## src/rtl/nvme_track_drain.sv

```systemverilog
// nvme_track_drain: round-robin drain of tracker completion status into a completion FIFO
//
// Scans track_status round-robin from rr_ptr, issues one track_update pulse per selected
// action id and waits for track_update_done.  A valid returned info word pushes
// {id, error} into a first-word-fall-through completion FIFO read via cpl_valid/cpl_ready.
// Only one update is ever in flight.  A selection is made only when the FIFO has room,
// which guarantees space for the push.
//
// Ports:
//   axi_aclk, axi_aresetn        clock, asynchronous active-low reset
//   drain_enable, track_init     scan permission and tracker-ready qualifiers
//   track_status                 per-action "head entry complete" bits
//   track_update/_id             one-cycle update pulse, id held until the next selection
//   track_update_done/_data      tracker response; data bit0=valid, bit1=error
//   cpl_valid/ready/id/error     completion FIFO head and pop handshake
//   cpl_count                    FIFO occupancy
//   busy                         FSM not IDLE
//   wdog_error                   sticky: done not returned within WDOG_CYCLES
//
// Optional feature macro TRACK_DRAIN_STATS_EN adds stat_clear, stat_cpl_cnt, stat_err_cnt.
module nvme_track_drain #(
    parameter int ACTION_ID_BITS  = 4,
    parameter int TRACK_INFO_BITS = 2,
    parameter int FIFO_DEPTH      = 16,
    parameter int WDOG_CYCLES     = 64
) (
    input  logic                         axi_aclk,
    input  logic                         axi_aresetn,
    input  logic                         drain_enable,
    input  logic                         track_init,
    input  logic [2**ACTION_ID_BITS-1:0] track_status,
    output logic                         track_update,
    output logic [ACTION_ID_BITS-1:0]    track_update_id,
    input  logic                         track_update_done,
    input  logic [TRACK_INFO_BITS-1:0]   track_update_data,
    output logic                         cpl_valid,
    input  logic                         cpl_ready,
    output logic [ACTION_ID_BITS-1:0]    cpl_id,
    output logic                         cpl_error,
    output logic [$clog2(FIFO_DEPTH):0]  cpl_count,
    output logic                         busy,
`ifdef TRACK_DRAIN_STATS_EN
    input  logic                         stat_clear,
    output logic [31:0]                  stat_cpl_cnt,
    output logic [31:0]                  stat_err_cnt,
`endif
    output logic                         wdog_error
);
    localparam int NUM_IDS = 2**ACTION_ID_BITS;
    localparam int PTR_W   = $clog2(FIFO_DEPTH);
    localparam int CNT_W   = PTR_W + 1;
    localparam int WD_W    = $clog2(WDOG_CYCLES) + 1;

    typedef enum logic [1:0] {IDLE, ISSUE, WAIT, HOLD} state_t;

    typedef struct packed {
        logic [ACTION_ID_BITS-1:0] id;
        logic                      err;
    } entry_t;

    state_t                    state_q, state_d;
    logic [ACTION_ID_BITS-1:0] id_q, id_d;
    logic [ACTION_ID_BITS-1:0] rr_ptr_q, rr_ptr_d;
    logic [WD_W-1:0]           wdog_cnt_q, wdog_cnt_d;
    logic                      wdog_error_q, wdog_error_d;
    logic                      track_update_q, track_update_d;
    logic                      busy_q, busy_d;
    entry_t                    mem_q [FIFO_DEPTH];
    entry_t                    mem_d [FIFO_DEPTH];
    logic [PTR_W-1:0]          wr_ptr_q, wr_ptr_d;
    logic [PTR_W-1:0]          rd_ptr_q, rd_ptr_d;
    logic [CNT_W-1:0]          count_q, count_d;

    logic                      start;
    logic                      push;
    logic                      pop;
    logic [NUM_IDS-1:0]        upper_req;
    logic [ACTION_ID_BITS-1:0] pick_all, pick_upper, pick_id;
    entry_t                    head;

    // Round-robin pick: lowest requester at or above rr_ptr, else wrap to the lowest overall.
    always_comb begin
        upper_req  = track_status & ({NUM_IDS{1'b1}} << rr_ptr_q);
        pick_all   = '0;
        pick_upper = '0;
        for (int i = NUM_IDS - 1; i >= 0; i--) begin
            if (track_status[i]) pick_all = ACTION_ID_BITS'(i);
            if (upper_req[i]) pick_upper = ACTION_ID_BITS'(i);
        end
        pick_id = |upper_req ? pick_upper : pick_all;
    end

    // The room check here is what guarantees the later push never overflows.
    assign start = drain_enable & track_init & ~wdog_error_q
                 & (count_q < CNT_W'(FIFO_DEPTH)) & (|track_status);

    always_comb begin
        state_d      = state_q;
        id_d         = id_q;
        rr_ptr_d     = rr_ptr_q;
        wdog_cnt_d   = wdog_cnt_q;
        wdog_error_d = wdog_error_q;
        push         = 1'b0;
        case (state_q)
            IDLE: begin
                if (start) begin
                    state_d = ISSUE;
                    id_d    = pick_id;
                end
            end
            ISSUE: begin
                state_d    = WAIT;
                wdog_cnt_d = '0;
            end
            WAIT: begin
                // data[0]=0 means the status bit was stale: consume the slot without a push.
                if (track_update_done) begin
                    push     = track_update_data[0];
                    rr_ptr_d = id_q + 1'b1;
                    state_d  = HOLD;
                end else if (wdog_cnt_q == WD_W'(WDOG_CYCLES - 1)) begin
                    wdog_error_d = 1'b1;
                    state_d      = IDLE;
                end else begin
                    wdog_cnt_d = wdog_cnt_q + 1'b1;
                end
            end
            // HOLD gives the tracker one cycle to retire the status bit before reselecting.
            default: state_d = IDLE;
        endcase
        track_update_d = (state_d == ISSUE);
        busy_d         = (state_d != IDLE);
    end

    assign pop = cpl_ready & (count_q != '0);

    always_comb begin
        mem_d = mem_q;
        if (push) mem_d[wr_ptr_q] = '{id: id_q, err: track_update_data[1]};
        wr_ptr_d = wr_ptr_q + PTR_W'(push);
        rd_ptr_d = rd_ptr_q + PTR_W'(pop);
        count_d  = count_q + CNT_W'(push) - CNT_W'(pop);
    end

    always_ff @(posedge axi_aclk or negedge axi_aresetn) begin
        if (!axi_aresetn) begin
            state_q        <= IDLE;
            id_q           <= '0;
            rr_ptr_q       <= '0;
            wdog_cnt_q     <= '0;
            wdog_error_q   <= 1'b0;
            track_update_q <= 1'b0;
            busy_q         <= 1'b0;
            wr_ptr_q       <= '0;
            rd_ptr_q       <= '0;
            count_q        <= '0;
            for (int i = 0; i < FIFO_DEPTH; i++) mem_q[i] <= '0;
        end else begin
            state_q        <= state_d;
            id_q           <= id_d;
            rr_ptr_q       <= rr_ptr_d;
            wdog_cnt_q     <= wdog_cnt_d;
            wdog_error_q   <= wdog_error_d;
            track_update_q <= track_update_d;
            busy_q         <= busy_d;
            wr_ptr_q       <= wr_ptr_d;
            rd_ptr_q       <= rd_ptr_d;
            count_q        <= count_d;
            mem_q          <= mem_d;
        end
    end

    assign head            = mem_q[rd_ptr_q];
    assign track_update    = track_update_q;
    assign track_update_id = id_q;
    assign busy            = busy_q;
    assign wdog_error      = wdog_error_q;
    assign cpl_count       = count_q;
    assign cpl_valid       = count_q != '0;
    // Stale slot contents stay hidden while the FIFO is empty.
    assign cpl_id          = cpl_valid ? head.id : '0;
    assign cpl_error       = cpl_valid & head.err;

`ifdef TRACK_DRAIN_STATS_EN
    logic [31:0] stat_cpl_q, stat_cpl_d;
    logic [31:0] stat_err_q, stat_err_d;

    // Saturating counters; a clear in the same cycle as an increment wins.
    always_comb begin
        stat_cpl_d = stat_clear ? '0 : stat_cpl_q + 32'(push & ~&stat_cpl_q);
        stat_err_d = stat_clear ? '0 : stat_err_q + 32'(push & track_update_data[1] & ~&stat_err_q);
    end

    always_ff @(posedge axi_aclk or negedge axi_aresetn) begin
        if (!axi_aresetn) begin
            stat_cpl_q <= '0;
            stat_err_q <= '0;
        end else begin
            stat_cpl_q <= stat_cpl_d;
            stat_err_q <= stat_err_d;
        end
    end

    assign stat_cpl_cnt = stat_cpl_q;
    assign stat_err_cnt = stat_err_q;
`endif
endmodule
```

## config.mk

```make
export PLATFORM = sky130hd
export DESIGN_NAME = nvme_track_drain
export DESIGN_NICKNAME = d
export VERILOG_FILES = /design/src/rtl/nvme_track_drain.sv
export SDC_FILE = /design/constraint.sdc
export NUM_CORES = 1
export LEC_CHECK = 0
export CAP_MARGIN = 5
export CELL_PAD_IN_SITES_DETAIL_PLACEMENT = 1
export CELL_PAD_IN_SITES_GLOBAL_PLACEMENT = 1
export CORE_UTILIZATION = 30
export DETAILED_ROUTE_END_ITERATION = 10
export PLACE_DENSITY_LB_ADDON = 0.25
export SETUP_SLACK_MARGIN = 0.5
export SLEW_MARGIN = 0
export SYNTH_ARGS = -nofsm -noshare
export SYNTH_HDL_FRONTEND = slang
export SYNTH_SLANG_ARGS = --single-unit
```

## constraint.sdc

```tcl
create_clock -name axi_aclk -period 3.37 [get_ports axi_aclk]
set_input_delay 0.5055 -clock axi_aclk [delete_from_list [all_inputs] [get_ports axi_aclk]]
set_output_delay 0.5055 -clock axi_aclk [all_outputs]
set_load 0.01 [all_outputs]
```

==> impl_results.md <==
* Run status: completed
* Number of input and output port buffers inserted at 41
* Synthesized area at 5750 sq um
* Leading cell types by total area after synthesis: dfrtp_1 (49%), mux2_2 (16%), mux4_2 (9.8%)
* Most area-hungry cell type in the Yosys netlist: dfrtp_1
* Number of sinks on the clock net at 113
* Power per cell area at 859 nW/um^2
* Post-DRT Antenna Nets at 0
* Fraction of layout instances using a drive strength above 1 at 0.323
* Worst setup path startpoint: rd_ptr_q[0]
* Number of remaining DRC errors at 0
* Path class of the lowest-slack min-delay path: input port to async pin
* Worst Setup Slack post-DPL at 0.398 ns
* Post-Synthesis Cells at 462
* # rows at 50
* Yosys synthesis warning count at 0
* Finished Layout Cells at 761
* Final GP Congestion at 0.793
* Path depth of the worst reg2reg path at 14
* Die footprint at 19700 sq um
* Number of maximum-capacitance constraint violations at 0
* Total wire length after detailed routing at 15300 um
* Launch point of the worst reg-to-reg path: cpl_count[2]
* Number of flip-flops and latches in the synthesized netlist at 113
* Count of pins on the block boundary at 42
* Top-area cell type share of the netlist area at 0.492
* Critical path fanouts, max at 5
* Critical path launch point type: register
* Iter 0 DRT Violations at 244
* Endpoints failing setup at 0
* Area of the core region at 18800 sq um
* Inserted Clock Buffers at 17
* Die outline width at 140 um
* First-pass GRT wire length at 25300 um
* Hold Fails Final Rpt at 0
* Number of max-slew violations in the final report at 0
* Final Cell Area at 7220 sq um
* Slew headroom at 0.471
* Global route total overflow at 0
* Clock insertion delay at the later pin of the skew report at 0.42 ns
* Most common flop cell mapped by yosys: dfrtp_1
* Fin nets at 551
* Layout overhead on the synthesized area at 25.6%
* Register-to-register path setup slack at 0.87 ns
* H-tree depth at 4
* Overall Global Routing Usage at 0.170
* Share of async-settable or async-resettable flops after synthesis at 1.00
* DR WL/cell at 20.1 um
* Worst-Margin Slew at 0.794 ns
* Period utilisation layout at 0.876
* Highest ir drop seen on vdd at 0.382 mV
* Crit Path Category: register to primary output
* Worst Path Required at 2.86 ns
* Final min period at 2.95 ns
* Pin count of the biggest net entering global routing at 60
* Vias post-DR at 3916
* Post-Place Cell Area at 6420 sq um
* Setup_tns at 0 ns
* CTS hold repair buffers at 0
* Antenna diodes at 0
* Avg Cell Area, Syn at 12.4 sq um
* Detailed Place HPWL at 10200 um
* Number of global-route vias before repair at 4455
* Number of synthesized flops with an enable pin at 0
* Synth unique cells at 52
* Endpoint of the lowest-slack register-to-register path: cpl_count[4]
* Clock edge transition at the registers on the reported setup and hold paths at 0.06 ns
* Per-cell via count in the routed design at 5.15
* Clock tree from TritonCTS: yes
* Minimum setup slack in the final design at 0.417 ns
* Maximum clock frequency at 339 MHz
* Proportion of synthesized chip area in sequential cells at 0.492
* Net Count, Synth at 499
* Clock skew after layout at 0.00876 ns
* Initial cell density of the core at 0.306
* Type of element capturing the critical path: primary output
* Critical path arrival at 2.45 ns
* Leakage dissipation at 3.26 nW
* Initial antenna violation count at 0
* Number of detailed-route iterations in the first pass at 4
* Root buffer cell: clkbuf_16
* Bufs on Longest Clock Path at 2
* Crit path to: cpl_id[1]
* Setup repair after global routing missed its margin: yes
* Number of placed instances with taps included at 721
* Die Height at 140 um
==> critical path: stages (launching register included) <==
cell	delay, ns
dfrtp_2	0.48
buf_12	0.16
buf_6	0.09
mux4_2	0.54
mux4_2	0.48
and2_4	0.17
buf_6	0.11
==> Yosys cell counts, types with 9 or more instances <==
library cell	n
inv_1	14
nand3_1	9
mux4_2	25
dfrtp_1	113
o21ai_0	12
a21oi_1	10
nand2b_1	10
clkbuf_1	13
nand2_1	34
ha_1	12
nor2_1	30
mux2_2	81
==> metrics by stage <==
step | util | total power, mW | hold slack [ns]
floorplan | - | 3.32 | 0.210
global placement | 0.342 | 3.96 | 0.482
detailed placement | 0.342 | 4.05 | 0.491
CTS | 0.381 | 6.16 | 0.183
global route | 0.385 | 6.59 | 0.198
finish | 0.385 | 6.20 | 0.158
==> cell type report <==
cell class / instances / area [sq um]
fill: 1974 / 11500
sequential: 113 / 2830
multi-input combinational: 313 / 2800
timing repair buffer: 55 / 613
clock buffer: 18 / 439
tap: 234 / 293
clock inverter: 14 / 201
inverter: 14 / 52.6
==> sequential cells by signal, summed over array words and instances (netlist names) <==
name             cells
mem_q               80
wdog_cnt_q           7
cpl_count            5
rd_ptr_q             4
rr_ptr_q             4
track_update_id      4
wr_ptr_q             4
state_q              2
busy                 1
track_update         1
wdog_error           1
==> report_power, final <==
group	leakage (nW)	switching, mW	internal (mW)	total [mW]
sequential	1.51	0.535	1.72	2.26
combinational	1.45	0.871	1.13	2.00
clock	0.302	0.681	1.27	1.95
total	3.26	2.09	4.12	6.20
==> cell usage in the layout, fill, tap and decap left out, types with 5 or more instances in the layout <==
| cell | Yosys | layout |
|---|---|---|
| inv_1 | 14 | 14 |
| nand2_1 | 34 | 34 |
| xor2_1 | 8 | 8 |
| mux4_2 | 25 | 25 |
| mux2_2 | 81 | 81 |
| clkbuf_16 | 0 | 18 |
| nor2_1 | 30 | 30 |
| ha_1 | 12 | 12 |
| a21boi_0 | 5 | 5 |
| buf_4 | 0 | 7 |
| buf_6 | 0 | 8 |
| nand2b_1 | 10 | 10 |
| nor2b_1 | 5 | 5 |
| and2_4 | 0 | 5 |
| dfrtp_1 | 113 | 112 |
| a21oi_1 | 10 | 10 |
| nand4_1 | 7 | 7 |
| xnor2_1 | 6 | 6 |
| o21ai_0 | 12 | 12 |
| clkdlybuf4s50_1 | 0 | 35 |
| nand3_1 | 9 | 9 |
==> layer usage <==
layer,vias to the layer above,share of wire,track usage
met1,2063,0.46,0.219
li1,1796,-,-
met3,21,0.020,0.0352
met2,36,0.50,0.287
met5,-,0,0
met4,0,0.017,0.0498
==> worst min path at each step <==
stage,from,endpoint,slack (ns),depth (start not counted)
final,axi_aresetn,mem_q[55],0.16,1
after global routing,axi_aresetn,mem_q[55],0.20,1
after CTS,axi_aresetn,mem_q[55],0.18,1
after detailed placement,mem_q[64],mem_q[64],0.49,1
after global placement,mem_q[23],mem_q[23],0.48,1
after floorplan,axi_aresetn,busy,0.21,0
==> cells by family after synthesis <==
kind of cell,count (synthesis),share of synthesized area
AO/OA/AOI/OAI,53,0.0618
XOR/XNOR,14,0.0213
adder cells (fa/ha/maj),13,0.0296
buffers and inverters,36,0.0252
flip-flops,113,0.492
multiplexers,107,0.258
AND/OR/NAND/NOR,126,0.112
==> timing repair <==
| action | 4_1_cts | 5_1_grt |
|---|---|---|
| gates cloned | 2 | 1 |
| endpoints found under the setup margin | 5 | 6 |
| resized for setup | 25 | 12 |
| setup buffers | 5 | 0 |
| pin swaps | 0 | 0 |
(Power assumes the default switching activity.)
